===== config.mk =====
export PLATFORM = sky130hd
export DESIGN_NAME = ps2_host_tx
export DESIGN_NICKNAME = d
export VERILOG_FILES = /design/src/rtl/ps2_pkg.sv /design/src/rtl/ps2_line_filter.sv /design/src/rtl/ps2_host_tx.sv
export SDC_FILE = /design/constraint.sdc
export NUM_CORES = 1
export LEC_CHECK = 0
export CORE_ASPECT_RATIO = 1.4
export CORE_MARGIN = 3
export CORE_UTILIZATION = 36
export DETAILED_ROUTE_END_ITERATION = 8
export SLEW_MARGIN = 15
export SYNTH_ARGS = -nofsm -noshare
export SYNTH_HDL_FRONTEND = slang
export SYNTH_SLANG_ARGS = --single-unit

===== constraint.sdc =====
create_clock -name clk -period 2.1 [get_ports clk]
set_input_delay 0.42 -clock clk [delete_from_list [all_inputs] [get_ports clk]]
set_output_delay 0.42 -clock clk [all_outputs]
set_load 0.02 [all_outputs]

===== src/rtl/ps2_pkg.sv =====
// Shared types and helpers for the PS/2 host transmitter and line filter.
package ps2_pkg;

    typedef enum logic [2:0] {
        IDLE,
        INHIBIT,
        REQ,
        DATA,
        ACK,
        WAIT_IDLE
    } ps2_tx_state_t;

    // Transmit frame: {stop, parity, data[7:0]}; the start bit is driven separately.
    localparam int unsigned FRAME_W = 10;
    localparam int unsigned BIT_W   = 4;

    function automatic logic odd_parity(input logic [7:0] b);
        return ~^b;
    endfunction

    // Bits needed to hold the value max_val.
    function automatic int unsigned cnt_w(input longint unsigned max_val);
        return (max_val < 64'd2) ? 1 : int'($clog2(max_val + 64'd1));
    endfunction

endpackage


===== src/rtl/ps2_line_filter.sv =====
// 2-FF synchronizer plus stability filter for a PS/2 line; emits a one-cycle
// pulse when the filtered level falls.
module ps2_line_filter
    import ps2_pkg::*;
#(
    parameter int unsigned FILTER_CYCLES = 8
) (
    input  logic clk,
    input  logic reset_n_i,
    input  logic line_i,
    output logic level_o,
    output logic fall_o
);

    localparam int unsigned CNT_W = cnt_w(64'(FILTER_CYCLES));

    logic             meta_q;
    logic             sync_q;
    logic             level_q;
    logic             fall_q;
    logic [CNT_W-1:0] cnt_q;

    // Count consecutive samples that disagree with the accepted level.
    always_ff @(posedge clk) begin
        if (!reset_n_i) begin
            meta_q  <= 1'b1;
            sync_q  <= 1'b1;
            level_q <= 1'b1;
            fall_q  <= 1'b0;
            cnt_q   <= '0;
        end else begin
            meta_q <= line_i;
            sync_q <= meta_q;
            fall_q <= 1'b0;
            if (sync_q == level_q) begin
                cnt_q <= '0;
            end else if (cnt_q == CNT_W'(FILTER_CYCLES - 1)) begin
                level_q <= sync_q;
                fall_q  <= level_q;
                cnt_q   <= '0;
            end else begin
                cnt_q <= cnt_q + CNT_W'(1);
            end
        end
    end

    assign level_o = level_q;
    assign fall_o  = fall_q;

endmodule


===== src/rtl/ps2_host_tx.sv =====
// PS/2 host-to-device transmitter: inhibit, request-to-send, 8 data bits,
// odd parity, stop and device ack, with an overall timeout.
module ps2_host_tx
    import ps2_pkg::*;
#(
    parameter int unsigned FREQ_HZ       = 30_000_000,
    parameter int unsigned INHIBIT_US    = 100,
    parameter int unsigned TIMEOUT_MS    = 15,
    parameter int unsigned FILTER_CYCLES = 8
) (
    input  logic       clk,
    input  logic       reset_n_i,
    input  logic [7:0] data_i,
    input  logic       valid_i,
    output logic       ready_o,
    output logic       busy_o,
    output logic       done_o,
    output logic       ack_o,
    output logic       err_o,
    input  logic       ps2_clk_i,
    input  logic       ps2_data_i,
    output logic       ps2_clk_oe_o,
    output logic       ps2_data_oe_o
);

    localparam longint unsigned INHIBIT_CYC = 64'(INHIBIT_US) * 64'(FREQ_HZ) / 64'd1_000_000;
    localparam longint unsigned TIMEOUT_CYC = 64'(TIMEOUT_MS) * 64'(FREQ_HZ) / 64'd1_000;
    localparam int unsigned     TMR_W       =
        cnt_w((INHIBIT_CYC > TIMEOUT_CYC) ? INHIBIT_CYC : TIMEOUT_CYC);

    ps2_tx_state_t        state_q, state_d;
    logic [FRAME_W-1:0]   shift_q, shift_d;
    logic [BIT_W-1:0]     bit_q, bit_d;
    logic [TMR_W-1:0]     tmr_q, tmr_d;
    logic                 clk_oe_q, clk_oe_d;
    logic                 data_oe_q, data_oe_d;
    logic                 ready_q, ready_d;
    logic                 busy_q, busy_d;
    logic                 done_q, done_d;
    logic                 ack_q, ack_d;
    logic                 err_q, err_d;
    logic                 ack_smp_q, ack_smp_d;
    logic                 data_meta_q, data_sync_q;
    logic                 clk_level;
    logic                 clk_fall;
    logic                 timeout;

    ps2_line_filter #(
        .FILTER_CYCLES(FILTER_CYCLES)
    ) u_clk_filter (
        .clk      (clk),
        .reset_n_i(reset_n_i),
        .line_i   (ps2_clk_i),
        .level_o  (clk_level),
        .fall_o   (clk_fall)
    );

    always_ff @(posedge clk) begin
        if (!reset_n_i) begin
            state_q     <= IDLE;
            shift_q     <= '0;
            bit_q       <= '0;
            tmr_q       <= '0;
            clk_oe_q    <= 1'b0;
            data_oe_q   <= 1'b0;
            ready_q     <= 1'b1;
            busy_q      <= 1'b0;
            done_q      <= 1'b0;
            ack_q       <= 1'b0;
            err_q       <= 1'b0;
            ack_smp_q   <= 1'b0;
            data_meta_q <= 1'b1;
            data_sync_q <= 1'b1;
        end else begin
            state_q     <= state_d;
            shift_q     <= shift_d;
            bit_q       <= bit_d;
            tmr_q       <= tmr_d;
            clk_oe_q    <= clk_oe_d;
            data_oe_q   <= data_oe_d;
            ready_q     <= ready_d;
            busy_q      <= busy_d;
            done_q      <= done_d;
            ack_q       <= ack_d;
            err_q       <= err_d;
            ack_smp_q   <= ack_smp_d;
            data_meta_q <= ps2_data_i;
            data_sync_q <= data_meta_q;
        end
    end

    // The same timer paces the inhibit phase and then the whole device phase.
    assign timeout = (state_q inside {REQ, DATA, ACK, WAIT_IDLE}) &&
                     (tmr_q == TMR_W'(TIMEOUT_CYC - 64'd1));

    always_comb begin
        state_d   = state_q;
        shift_d   = shift_q;
        bit_d     = bit_q;
        tmr_d     = tmr_q;
        clk_oe_d  = clk_oe_q;
        data_oe_d = data_oe_q;
        ready_d   = ready_q;
        busy_d    = busy_q;
        done_d    = 1'b0;
        ack_d     = ack_q;
        err_d     = err_q;
        ack_smp_d = ack_smp_q;

        if (state_q inside {REQ, DATA, ACK, WAIT_IDLE}) begin
            tmr_d = tmr_q + TMR_W'(1);
        end

        unique case (state_q)
            IDLE: begin
                ready_d = 1'b1;
                if (valid_i && ready_q) begin
                    shift_d   = {1'b1, odd_parity(data_i), data_i};
                    tmr_d     = '0;
                    clk_oe_d  = 1'b1;
                    data_oe_d = 1'b0;
                    ready_d   = 1'b0;
                    busy_d    = 1'b1;
                    state_d   = INHIBIT;
                end
            end
            INHIBIT: begin
                tmr_d = tmr_q + TMR_W'(1);
                if (tmr_q == TMR_W'(INHIBIT_CYC - 64'd1)) begin
                    data_oe_d = 1'b1;
                end
                if (tmr_q == TMR_W'(INHIBIT_CYC)) begin
                    clk_oe_d = 1'b0;
                    tmr_d    = '0;
                    state_d  = REQ;
                end
            end
            REQ: begin
                bit_d   = '0;
                state_d = DATA;
            end
            DATA: begin
                if (clk_fall) begin
                    data_oe_d = ~shift_q[0];
                    shift_d   = {1'b0, shift_q[FRAME_W-1:1]};
                    bit_d     = bit_q + BIT_W'(1);
                    if (bit_q == BIT_W'(FRAME_W - 1)) begin
                        state_d = ACK;
                    end
                end
            end
            ACK: begin
                if (clk_fall) begin
                    ack_smp_d = ~data_sync_q;
                    state_d   = WAIT_IDLE;
                end
            end
            WAIT_IDLE: begin
                if (clk_level && data_sync_q) begin
                    done_d  = 1'b1;
                    ack_d   = ack_smp_q;
                    err_d   = 1'b0;
                    busy_d  = 1'b0;
                    state_d = IDLE;
                end
            end
            default: begin
                state_d = IDLE;
            end
        endcase

        // Timeout overrides any bit activity seen in the same cycle.
        if (timeout) begin
            clk_oe_d  = 1'b0;
            data_oe_d = 1'b0;
            done_d    = 1'b1;
            ack_d     = 1'b0;
            err_d     = 1'b1;
            busy_d    = 1'b0;
            state_d   = IDLE;
        end
    end

    assign ready_o       = ready_q;
    assign busy_o        = busy_q;
    assign done_o        = done_q;
    assign ack_o         = ack_q;
    assign err_o         = err_q;
    assign ps2_clk_oe_o  = clk_oe_q;
    assign ps2_data_oe_o = data_oe_q;

endmodule


==> results.md <==
* Cell Area, Synth at 0.00284 sq mm
* Yosys cell types at 60
* First-pass GRT wire length at around 11 mm
* Maximum VDD drop at 0.579 mV
* CTS tree: done
* # setup viols final at 0
* Initial antenna violation count at 0
* DR vias/cell at around 5.5
* Min-Delay Path Class: register to register
* Total wire length at between 6 and 7 mm
* Die Y at 111 um
* Antenna violation net count after detailed routing at 0
* Max_cap viols at 0
* Run status: finished, final reports clean
* Flop2flop setup slack at approximately 0.19 ns
* Via count at 2575
* Skew final at about 0.016 ns
* Clock slew at reported path FFs at 0.11 ns
* Critical Path Source Type: register
* Iteration-0 DRC Markers at 103
* Vias in the first global route at 2442
* Final TNS setup at 0 ns
* GPL Wtd Cong at about 0.90
* Crit path from: tmr_q[0]
* Worst slew pin tran at ~0.55 ns
* Sw Ratio at about 40%
* Synth warnings at 0
* Post-CTS setup buffers at 0
* Sw Pwr at between 1 and 1.5 mW
* Grt ovf at 0
* Final Hold Fails at 0
* FF-to-FF End: tmr_q[18]
* Crit. End Element: register
* DIE WIDTH at ~80 um
* Post-synthesis sequential area ratio at 38.1%
* Arrival @ worst endpoint at 2.11 ns
* Mapped Cells at 337
* Syn nets at 355
* CTS buffer count at 5
* Crit-path max FO at 7
* RSZ-0062 raised after global routing: false
* R2r startpoint: tmr_q[0]
* Fin crit share at about 90%
* Post-cts sizing count at 0
* Seq pwr share at 40.0%
* Cell depth of the worst flop-to-flop path at 6
* Antenna Cells at 0
* I/O Pins at 20
* # port buffers at 19
* Detailed placement HPWL at 5.00 mm
* CTS Sinks at 54
* Clock power share at 19.3%
* Syn-to-layout area delta at 17.3%
* Fillers at 773
* DR WL/cell at 14.8 um
* Root buf cell: clkbuf_8
* Worst Hold Depth at 1
* Hold EP: data_sync_q
* Number of synthesized flops with an enable pin at 0
* Final min period at approximately 1.9 ns
* Leak at 1.21 nW
* Gr usage total at 16.0%
* Final Core Density at 44.4%
* Worst EP required at 2.31 ns
* FMAX at 0.525 GHz
* Pint at 2.01 mW
* Die area at 0.00900 sq mm
* DR DRC count at 0
* Max Root-Sink Buffers at 2
* Worst-skew pair later-pin latency at ~0.32 ns
* Max_slew headroom at 63.0%
* Critical path type: register to register
* Avg Synthesized Cell Area at 8.42 sq um
* Post-CTS Hold Fix Bufs at 0
* Logic pwr share at 40.7%
* Layout cells sized above 1 at 13.3%
* Count of state elements after synthesis at 54
* H-tree depth at 2
* Top_reg_cell synth: dfxtp_1
* NumNets Final at 385
* Slew Viols, Final at 0
* P per Cell Area at approximately 1000 mW/mm^2
* Worst Min Path Start: data_meta_q
* Rows at 37
* Asr flop ratio synth at 0%
* 1st-pass router iterations at 4
* Largest net degree at the start of global routing at 20
* Placeable Area at 0.00750 sq mm
* Initial core utilization at 37.9%
[sequential cells by signal (all words and copies together), names as in the netlist]
| signal | flops |
|---|---|
| ack_o | 1 |
| bit_q | 4 |
| u_clk_filter.meta_q | 1 |
| u_clk_filter.level_o | 1 |
| ready_o | 1 |
| ack_smp_q | 1 |
| u_clk_filter.cnt_q | 4 |
| data_meta_q | 1 |
| u_clk_filter.fall_o | 1 |
| data_sync_q | 1 |
| u_clk_filter.sync_q | 1 |
| ps2_clk_oe_o | 1 |
| state_q | 3 |
| done_o | 1 |
| tmr_q | 19 |
| err_o | 1 |
| busy_o | 1 |
| shift_q | 10 |
| ps2_data_oe_o | 1 |
[cells by family (layout without fill, tap and decap cells)]
group / after synthesis / after routing / share of synthesized area [%]
flip-flops: 54 / 54 / 38.1
XOR/XNOR: 11 / 11 / 3.66
multiplexers: 5 / 5 / 1.76
AO/OA/AOI/OAI: 79 / 79 / 19.8
AND/OR/NAND/NOR: 153 / 153 / 29.0
adder cells (fa/ha/maj): 5 / 5 / 2.20
buffers and inverters: 30 / 61 / 5.47
[critical path, cell delays in order, from the launching register on]
cell     delay (ns)
dfxtp_1        0.46
ha_1           0.29
nand3_1        0.18
nor4_4         0.21
nand4_1        0.18
and3_1         0.22
a221o_1        0.25
[per-layer routing]
layer  part of all wire, %  global-route usage (%)  up-vias
met5                     0                       0        -
met4                   3.1                    7.55        0
met3                   3.0                    2.85       19
met2                    51                    28.1       52
met1                    43                    18.1     1219
li1                      -                       -     1285
[final cells by class]
| class | count | area [sq um] | area share (%) |
|---|---|---|---|
| clock buffers | 5 | 68.8 | 2.07 |
| flip-flops and latches | 54 | 1080 | 32.5 |
| well taps | 97 | 121 | 3.64 |
| inverters | 11 | 41.3 | 1.24 |
| clock inverters | 3 | 27.5 | 0.826 |
| repair buffers | 42 | 388 | 11.6 |
| multi-input cells | 253 | 1600 | 48.1 |
[layout by cell type, fill, tap and decap left out, drive strengths merged, types with 11 or more instances in the layout]
master,Yosys,final
a31oi,16,16
a21oi,22,22
dfxtp,54,54
nand2b,11,11
nand2,34,34
clkdlybuf4s50,0,19
inv,10,12
nand3,21,21
nor2,36,36
buf,15,23
[power by group through the flow]
stage	Sequential (mW)	Combinational (mW)	Clock (mW)
2_1_floorplan	1.30	0.975	0
3_3_place_gp	1.36	1.35	0
3_5_place_dp	1.36	1.36	0
4_1_cts	1.34	1.37	0.659
5_1_grt	1.37	1.51	0.700
6_report	1.34	1.36	0.645
[through the flow]
| step | cell area (sq um) | power (mW) | worst slack, ns | instances | hold slack (ns) |
|---|---|---|---|---|---|
| after floorplan | 2840 | 2.27 | 0.438 | 337 | 0.386 |
| after global placement | 3230 | 2.71 | 0.0251 | 457 | 0.390 |
| after detailed placement | 3230 | 2.72 | -0.0316 | 457 | 0.400 |
| after CTS | 3330 | 3.36 | 0.200 | 465 | 0.427 |
| after global routing | 3330 | 3.58 | 0.0437 | 465 | 0.442 |
| final | 3330 | 3.35 | 0.195 | 465 | 0.424 |
[cell usage after synthesis, types with 3 or more instances]
master    count  area share [%]
nand2b_1     10             2.2
nor2_1       36             4.8
inv_1        10             1.3
dfxtp_1      54              38
buf_2         8             1.4
nand3b_1      5             1.3
a311oi_1     10             3.1
buf_4         4             1.1
nand2_1      33             4.4
xor2_1        3            0.93
xnor2_1       7             2.2
nor3_1       10             1.8
mux2i_1       5             1.8
o21ai_0       7             1.2
and3_1        6             1.3
ha_1          5             2.2
a31oi_1      16             3.5
nand4_1       8             1.8
a22oi_1       4             1.1
a21oi_1      18             3.2
nand3_1      19             3.3
nor2b_1       4            0.88
nor4_1        4            0.88
[worst max-delay path by stage]
stage / to / depth (start not counted) / slack [ns]
2_1_floorplan: tmr_q[18] / 6 / 0.44
3_3_place_gp: shift_q[4] / 7 / 0.03
3_5_place_dp: shift_q[5] / 7 / -0.03
4_1_cts: tmr_q[18] / 6 / 0.20
5_1_grt: tmr_q[18] / 6 / 0.04
6_report: tmr_q[18] / 6 / 0.19
Note: power is estimated with default switching activity, not from simulation.
